<file path="src/rtl/dino_game_ctrl.sv">
// dino_game_ctrl: frame-rate game sequencer for the dino runner.
// Latches buttons, runs the game FSM, jump physics, score, speed and spawns.
//
// Ports:
//   clk, rst_n      system clock, asynchronous active-low reset
//   frame_tick      one-cycle pulse per frame; all game updates happen on it
//   btn_jump        jump/start button (level, already synchronised)
//   btn_duck        duck button (only used when DINO_DUCK_EN is defined)
//   collision       renderer reports dino/obstacle overlap this frame
//   game_state      0=IDLE 1=RUN 2=AIR 3=OVER
//   dino_y          dino height above ground in pixels
//   dino_duck       dino drawn ducking
//   score           frames survived, saturating
//   speed           scroll speed, 0 in IDLE, 1..7 while playing
//   obstacle_spawn  one-cycle pulse telling the renderer to start an obstacle
//
// Build option: define DINO_DUCK_EN to enable ducking in RUN.
// Without it btn_duck is ignored and dino_duck stays 0.

module dino_game_ctrl #(
    parameter int JUMP_V0    = 10,
    parameter int GRAVITY    = 1,
    parameter int SCORE_W    = 10,
    parameter int SPEED_STEP = 64,
    parameter int MIN_GAP    = 24,
    parameter int OVER_HOLD  = 30
) (
    input  logic               clk,
    input  logic               rst_n,
    input  logic               frame_tick,
    input  logic               btn_jump,
    input  logic               btn_duck,
    input  logic               collision,
    output logic [1:0]         game_state,
    output logic [5:0]         dino_y,
    output logic               dino_duck,
    output logic [SCORE_W-1:0] score,
    output logic [2:0]         speed,
    output logic               obstacle_spawn
);

    localparam int SPW = $clog2(MIN_GAP + 32);
    localparam int HW  = (OVER_HOLD > 0) ? $clog2(OVER_HOLD + 1) : 1;

    typedef enum logic [1:0] {
        S_IDLE = 2'd0,
        S_RUN  = 2'd1,
        S_AIR  = 2'd2,
        S_OVER = 2'd3
    } state_t;

    state_t              r_state;
    logic [5:0]          r_y;
    logic signed [6:0]   r_vel;
    logic                r_duck;
    logic [SCORE_W-1:0]  r_score;
    logic [2:0]          r_speed;
    logic                r_spawn;
    logic [SPW-1:0]      r_spawn_cnt;
    logic [HW-1:0]       r_hold;
    logic                r_jump;
    logic [7:0]          r_lfsr;

    state_t              w_state_nxt;
    logic [5:0]          w_y_nxt;
    logic signed [6:0]   w_vel_nxt;
    logic                w_duck_nxt;
    logic [SCORE_W-1:0]  w_score_nxt;
    logic [2:0]          w_speed_nxt;
    logic                w_spawn_nxt;
    logic [SPW-1:0]      w_cnt_nxt;
    logic [HW-1:0]       w_hold_nxt;
    logic                w_start;
    logic                w_play;
    logic                w_jump;
    logic                w_duck_req;
    logic signed [6:0]   w_y_sum;
    logic [SCORE_W-1:0]  w_score_inc;
    logic                w_step_hit;
    logic                w_lfsr_fb;

    // A press in the tick cycle itself still counts for that frame.
    assign w_jump = r_jump | btn_jump;

`ifdef DINO_DUCK_EN
    assign w_duck_req = btn_duck;
`else
    logic w_unused_duck;
    assign w_unused_duck = btn_duck;
    assign w_duck_req    = 1'b0;
`endif

    assign w_y_sum     = $signed({1'b0, r_y}) + r_vel;
    assign w_score_inc = r_score + 1'b1;
    assign w_step_hit  =
        ((32'(w_score_inc) & 32'(SPEED_STEP - 1)) == 32'd0);
    assign w_lfsr_fb   = r_lfsr[7] ^ r_lfsr[5] ^ r_lfsr[4] ^ r_lfsr[3];

    always_comb begin
        w_state_nxt = r_state;
        w_y_nxt     = r_y;
        w_vel_nxt   = r_vel;
        w_duck_nxt  = r_duck;
        w_score_nxt = r_score;
        w_speed_nxt = r_speed;
        w_spawn_nxt = 1'b0;
        w_cnt_nxt   = r_spawn_cnt;
        w_hold_nxt  = r_hold;
        w_start     = 1'b0;
        w_play      = 1'b0;

        if (frame_tick) begin
            unique case (r_state)
                S_IDLE: begin
                    if (w_jump) w_start = 1'b1;
                end
                S_RUN: begin
                    // Collision freezes the frame it happens in.
                    if (collision) begin
                        w_state_nxt = S_OVER;
                        w_hold_nxt  = HW'(OVER_HOLD);
                    end else begin
                        w_play = 1'b1;
                        if (w_jump && !w_duck_req) begin
                            w_state_nxt = S_AIR;
                            w_vel_nxt   = 7'(JUMP_V0);
                        end
                    end
                end
                S_AIR: begin
                    if (collision) begin
                        w_state_nxt = S_OVER;
                        w_hold_nxt  = HW'(OVER_HOLD);
                    end else begin
                        w_play    = 1'b1;
                        w_vel_nxt = r_vel - 7'(GRAVITY);
                        if (r_vel < 7'sd0 && w_y_sum <= 7'sd0) begin
                            w_state_nxt = S_RUN;
                            w_y_nxt     = 6'd0;
                            w_vel_nxt   = 7'sd0;
                        end else begin
                            w_y_nxt = w_y_sum[5:0];
                        end
                    end
                end
                S_OVER: begin
                    if (r_hold == '0) begin
                        if (w_jump) w_start = 1'b1;
                    end else begin
                        w_hold_nxt = r_hold - 1'b1;
                    end
                end
            endcase

            // Entry tick counts as the first frame survived.
            if (w_start) begin
                w_state_nxt = S_RUN;
                w_y_nxt     = 6'd0;
                w_vel_nxt   = 7'sd0;
                w_score_nxt = SCORE_W'(1);
                w_speed_nxt = 3'd1;
                w_cnt_nxt   = SPW'(MIN_GAP);
            end

            if (w_play) begin
                if (r_score != '1) begin
                    w_score_nxt = w_score_inc;
                    if (w_step_hit && r_speed != 3'd7)
                        w_speed_nxt = r_speed + 3'd1;
                end
                // Reload value equals the gap to the next pulse.
                if (r_spawn_cnt <= SPW'(1)) begin
                    w_spawn_nxt = 1'b1;
                    w_cnt_nxt   = SPW'(MIN_GAP) + SPW'(r_lfsr[4:0]);
                end else begin
                    w_cnt_nxt = r_spawn_cnt - 1'b1;
                end
            end

            w_duck_nxt = (w_state_nxt == S_RUN) && w_duck_req;
        end
    end

    always_ff @(posedge clk or negedge rst_n) begin
        if (!rst_n) begin
            r_state     <= S_IDLE;
            r_y         <= 6'd0;
            r_vel       <= 7'sd0;
            r_duck      <= 1'b0;
            r_score     <= '0;
            r_speed     <= 3'd0;
            r_spawn     <= 1'b0;
            r_spawn_cnt <= '0;
            r_hold      <= '0;
            r_jump      <= 1'b0;
            r_lfsr      <= 8'hA5;
        end else begin
            r_state     <= w_state_nxt;
            r_y         <= w_y_nxt;
            r_vel       <= w_vel_nxt;
            r_duck      <= w_duck_nxt;
            r_score     <= w_score_nxt;
            r_speed     <= w_speed_nxt;
            r_spawn     <= w_spawn_nxt;
            r_spawn_cnt <= w_cnt_nxt;
            r_hold      <= w_hold_nxt;
            r_jump      <= frame_tick ? 1'b0 : w_jump;
            r_lfsr      <= {r_lfsr[6:0], w_lfsr_fb};
        end
    end

    assign game_state     = r_state;
    assign dino_y         = r_y;
    assign dino_duck      = r_duck;
    assign score          = r_score;
    assign speed          = r_speed;
    assign obstacle_spawn = r_spawn;

endmodule
</file>
<file path="config.mk">
export PLATFORM = sky130hd
export DESIGN_NAME = dino_game_ctrl
export DESIGN_NICKNAME = d
export VERILOG_FILES = /design/src/rtl/dino_game_ctrl.sv
export SDC_FILE = /design/constraint.sdc
export NUM_CORES = 1
export LEC_CHECK = 0
export BUFFER_PORTS_ARGS = -buffer_cell sky130_fd_sc_hd__buf_2
export CAP_MARGIN = 20
export CORE_UTILIZATION = 59
export CTS_BUF_LIST = sky130_fd_sc_hd__clkbuf_16
export CTS_CLUSTER_DIAMETER = 150
export DETAILED_ROUTE_END_ITERATION = 12
export GPL_TIMING_DRIVEN = 0
export PLACE_DENSITY = 0.89
export SYNTH_ARGS = -nofsm -noshare
export SYNTH_HDL_FRONTEND = slang
export SYNTH_SLANG_ARGS = --single-unit
</file>
<file path="constraint.sdc">
create_clock -name clk -period 3 [get_ports clk]
set_input_delay 0.3 -clock clk [delete_from_list [all_inputs] [get_ports clk]]
set_output_delay 0.3 -clock clk [all_outputs]
set_load 0.005 [all_outputs]
</file>
==> summary.txt <==
Post-Synth Adder-Cell Area: 9.600%
Fin crit period: 2.861 ns
Post-Synthesis Cells: 289
Worst setup path class: register to register
Synthesized area: 0.002815 mm2
CORE AREA: 0.004474 mm2
GR Util All Layers: 25.43%
Die Y: 71.08 um
FF-to-FF setup slack: 0.14 ns
Vias/cell: 6.077
R2r endpoint: dino_y[4]
Syn nets: 316
Port bufs: 25
Most frequent cells in the layout: 45 x dfrtp_1, 31 x o21ai_0, 25 x buf_2, 21 x nor2_1, 21 x nand2_1
Layout Utilization: 71.17%
PD cells: 875.7 mW/mm2
Largest net degree at the start of global routing: 50
Skew final: 0.009398 ns
Max-Cap Viols: 0
Hold path cells: 3
Die Area: 0.005052 mm2
Clock power share: 19.6%
Total CTS buffers: 5
Worst skew pair latency: 0.29 ns
Routed len/inst: 15.01 um
Power share of the combinational group: 43.8%
Final hold violations: 0
Final net count: 350
Static Leak: 1.520 nW
Post-synthesis mux area share: 2.311%
CTS max path bufs: 2
Switching Share: 40.43%
Vias after detailed routing: 2,285
Initial antenna violation count: 0
Worst Setup Slack post-DPL: 0.1770 ns
Commonest non-fill, non-tap cell in the layout: dfrtp_1
Num Clock Sinks: 49
Synthesized flop and latch total: 49
Crit path DAT: 3.04 ns
NetSw: 1.128 mW
Worst VDD drop: 0.5035 mV
TritonCTS clock tree: yes
Layout fillers: 324
Ys Warns: 0
Worst reg2reg path depth: 7
Synth Area in Simple Gates: 17.82%
Antenna-violating nets left: 0
Synth cell types: 56
FFs w/ async S/R, synth: 100.0%
DRT Pass-1 Iters: 6
Hpwl dp: 3973 um
Slew @ Worst Pin: 0.6293 ns
GPL Wtd Cong: 0.8858
Outcome: finished clean
Fmax: 349.6 MHz
CP Max Fanout: 7
Core Rows: 24
DRC Markers: 0
Final setup viols: 0
Tcrit/Tclk final: 95.35%
WHS: 0.3174 ns
Post-synthesis compound-gate area fraction: 21.60%
Reg2Reg Launch Point: r_vel[0]
EDFF count, synth: 0
DRT iter0 DRCs: 154
CP required: 3.18 ns
Min-Delay Endpoint: r_jump
Worst setup SP type: register
Avg Cell Area, Syn: 9.741 um2
Final worst setup slack: 0.1395 ns
Vias in the first global route: 2,226
# diodes: 0
Sum Neg Setup Slack: 0 ns
Total detailed-routing wirelength: 5643 um
Hold Crit Start: btn_jump
H-tree Lvls: 2
Placed Cells: 366
# IOs: 29
Ys flop type: dfrtp_1
Largest family of logic cells by synthesized area: compound AO/OA/AOI/OAI gates
XOR/XNOR share of the synthesized area: 1.867%
Post-synthesis sequential area ratio: 43.73%
Grt total ovfl: 0
Final slew viol count: 0
Hold Crit Class: primary input to register
Critical path endpoint category: register
Seq pwr share: 36.6%
First-pass GRT wire length: 10,030 um
Rel. slew slack: 57.82%
Area growth, synth to finish: 13.11%
Non-Filler Instances: 376
Layout cell share with drive strength beyond 1: 16.67%
RSZ-0062 raised after global routing: no
Root Driver: clkbuf_16
P_int: 1.661 mW
Starting Density: 62.92%
Clock-pin transition on the worst setup and hold timing paths: 0.07 ns
Die X: 71.08 um
per-stage QoR:
step	power [mW]	area (um2)
6_report	2.789	3184
5_1_grt	3.010	3184
4_1_cts	2.784	3148
3_5_place_dp	2.232	3005
3_3_place_gp	2.181	3005
2_1_floorplan	1.915	2815
area by class of cell:
type	instances	area [um2]	area share (%)
Clock buffer	5	125.1	3.929
Clock inverter	3	17.52	0.5501
Buffer	5	22.52	0.7073
Inverter	16	60.06	1.886
Sequential cell	49	1231	38.66
Multi-Input combinational cell	219	1508	47.35
Tap cell	52	65.06	2.043
Timing Repair Buffer	27	155.1	4.872
state kept, by name, indices dropped and copies added (netlist names):
| register | count |
|---|---|
| r_jump | 1 |
| r_vel | 7 |
| speed | 3 |
| game_state | 2 |
| obstacle_spawn | 1 |
| dino_y | 6 |
| score | 10 |
| r_lfsr | 8 |
| r_hold | 5 |
| r_spawn_cnt | 6 |
power by group through the flow:
| stage | logic, mW | clock network, mW | registers, mW |
|---|---|---|---|
| 6_report | 1.22 | 0.548 | 1.02 |
| 5_1_grt | 1.38 | 0.580 | 1.05 |
| 4_1_cts | 1.21 | 0.555 | 1.02 |
| 3_5_place_dp | 1.21 | 0 | 1.03 |
| 3_3_place_gp | 1.16 | 0 | 1.02 |
| 2_1_floorplan | 0.920 | 0 | 0.995 |
how the worst max path moves through the flow:
stage / startpoint / to / slack, ns
floorplan: dino_y[0] / game_state[1] / 0.37
detailed placement: r_vel[0] / game_state[1] / 0.18
finish: r_vel[0] / dino_y[4] / 0.14
global route: r_vel[0] / dino_y[4] / 0.001
CTS: r_vel[0] / game_state[1] / 0.16
global placement: r_vel[0] / dino_y[4] / 0.19
synthesized netlist by cell type, types with 2 or more instances:
| cell type | number | area (um2) |
|---|---|---|
| a2bb2oi_1 | 2 | 17.52 |
| dfrtp_1 | 45 | 1126 |
| o21ai_0 | 31 | 155.2 |
| a221oi_1 | 3 | 26.28 |
| nor3_1 | 12 | 60.06 |
| o31ai_1 | 3 | 22.52 |
| xnor2_1 | 3 | 26.28 |
| a31oi_1 | 6 | 37.54 |
| inv_1 | 16 | 60.06 |
| a21oi_1 | 12 | 60.06 |
| nor3b_1 | 3 | 22.52 |
| nand3_1 | 7 | 35.03 |
| and3_1 | 8 | 50.05 |
| o21ai_1 | 2 | 10.01 |
| nand2_1 | 21 | 78.83 |
| a22o_1 | 8 | 70.07 |
| nand4_1 | 2 | 12.51 |
| a211oi_2 | 2 | 25.02 |
| xor2_1 | 3 | 26.28 |
| dfstp_2 | 4 | 105.1 |
| or3_1 | 4 | 25.02 |
| ha_1 | 20 | 250.2 |
| o41ai_1 | 2 | 17.52 |
| mux2i_1 | 5 | 50.05 |
| nand2b_1 | 6 | 37.54 |
| clkbuf_1 | 4 | 15.01 |
| nor2_1 | 21 | 78.83 |
| a21o_1 | 5 | 37.54 |
| nor2b_1 | 2 | 12.51 |
worst max-delay path, cell delays in order, from the launching register on:
cell,delay [ns]
dfrtp_1,0.43
ha_1,0.25
fa_1,0.43
xor2_1,0.20
or3_2,0.46
o41ai_4,0.50
a211oi_2,0.23
a22o_2,0.25
cell families after synthesis:
family | after synthesis
other | 1
DFF | 49
muxes | 6
and+or+nand+nor | 96
adders and majority gates | 21
AOI/OAI and AO/OA | 89
buffers and inverters | 21
xor gates and xnor gates | 6
what timing repair did:
action | in CTS | in global routing
endpoints found under the setup margin | 0 | 4
hold endpoints to repair | 0 | 11
hold buffers | 0 | 1
gates resized for setup | 0 | 1
setup buffers | 0 | 0
per-layer routing:
metal / part of all wire, % / GRT usage (%)
met1: 47 / 34.59
met4: 1.3 / 9.111
met3: 4.8 / 7.123
met2: 47 / 39.32
met5: 0 / 0
(Power assumes the default switching activity.)
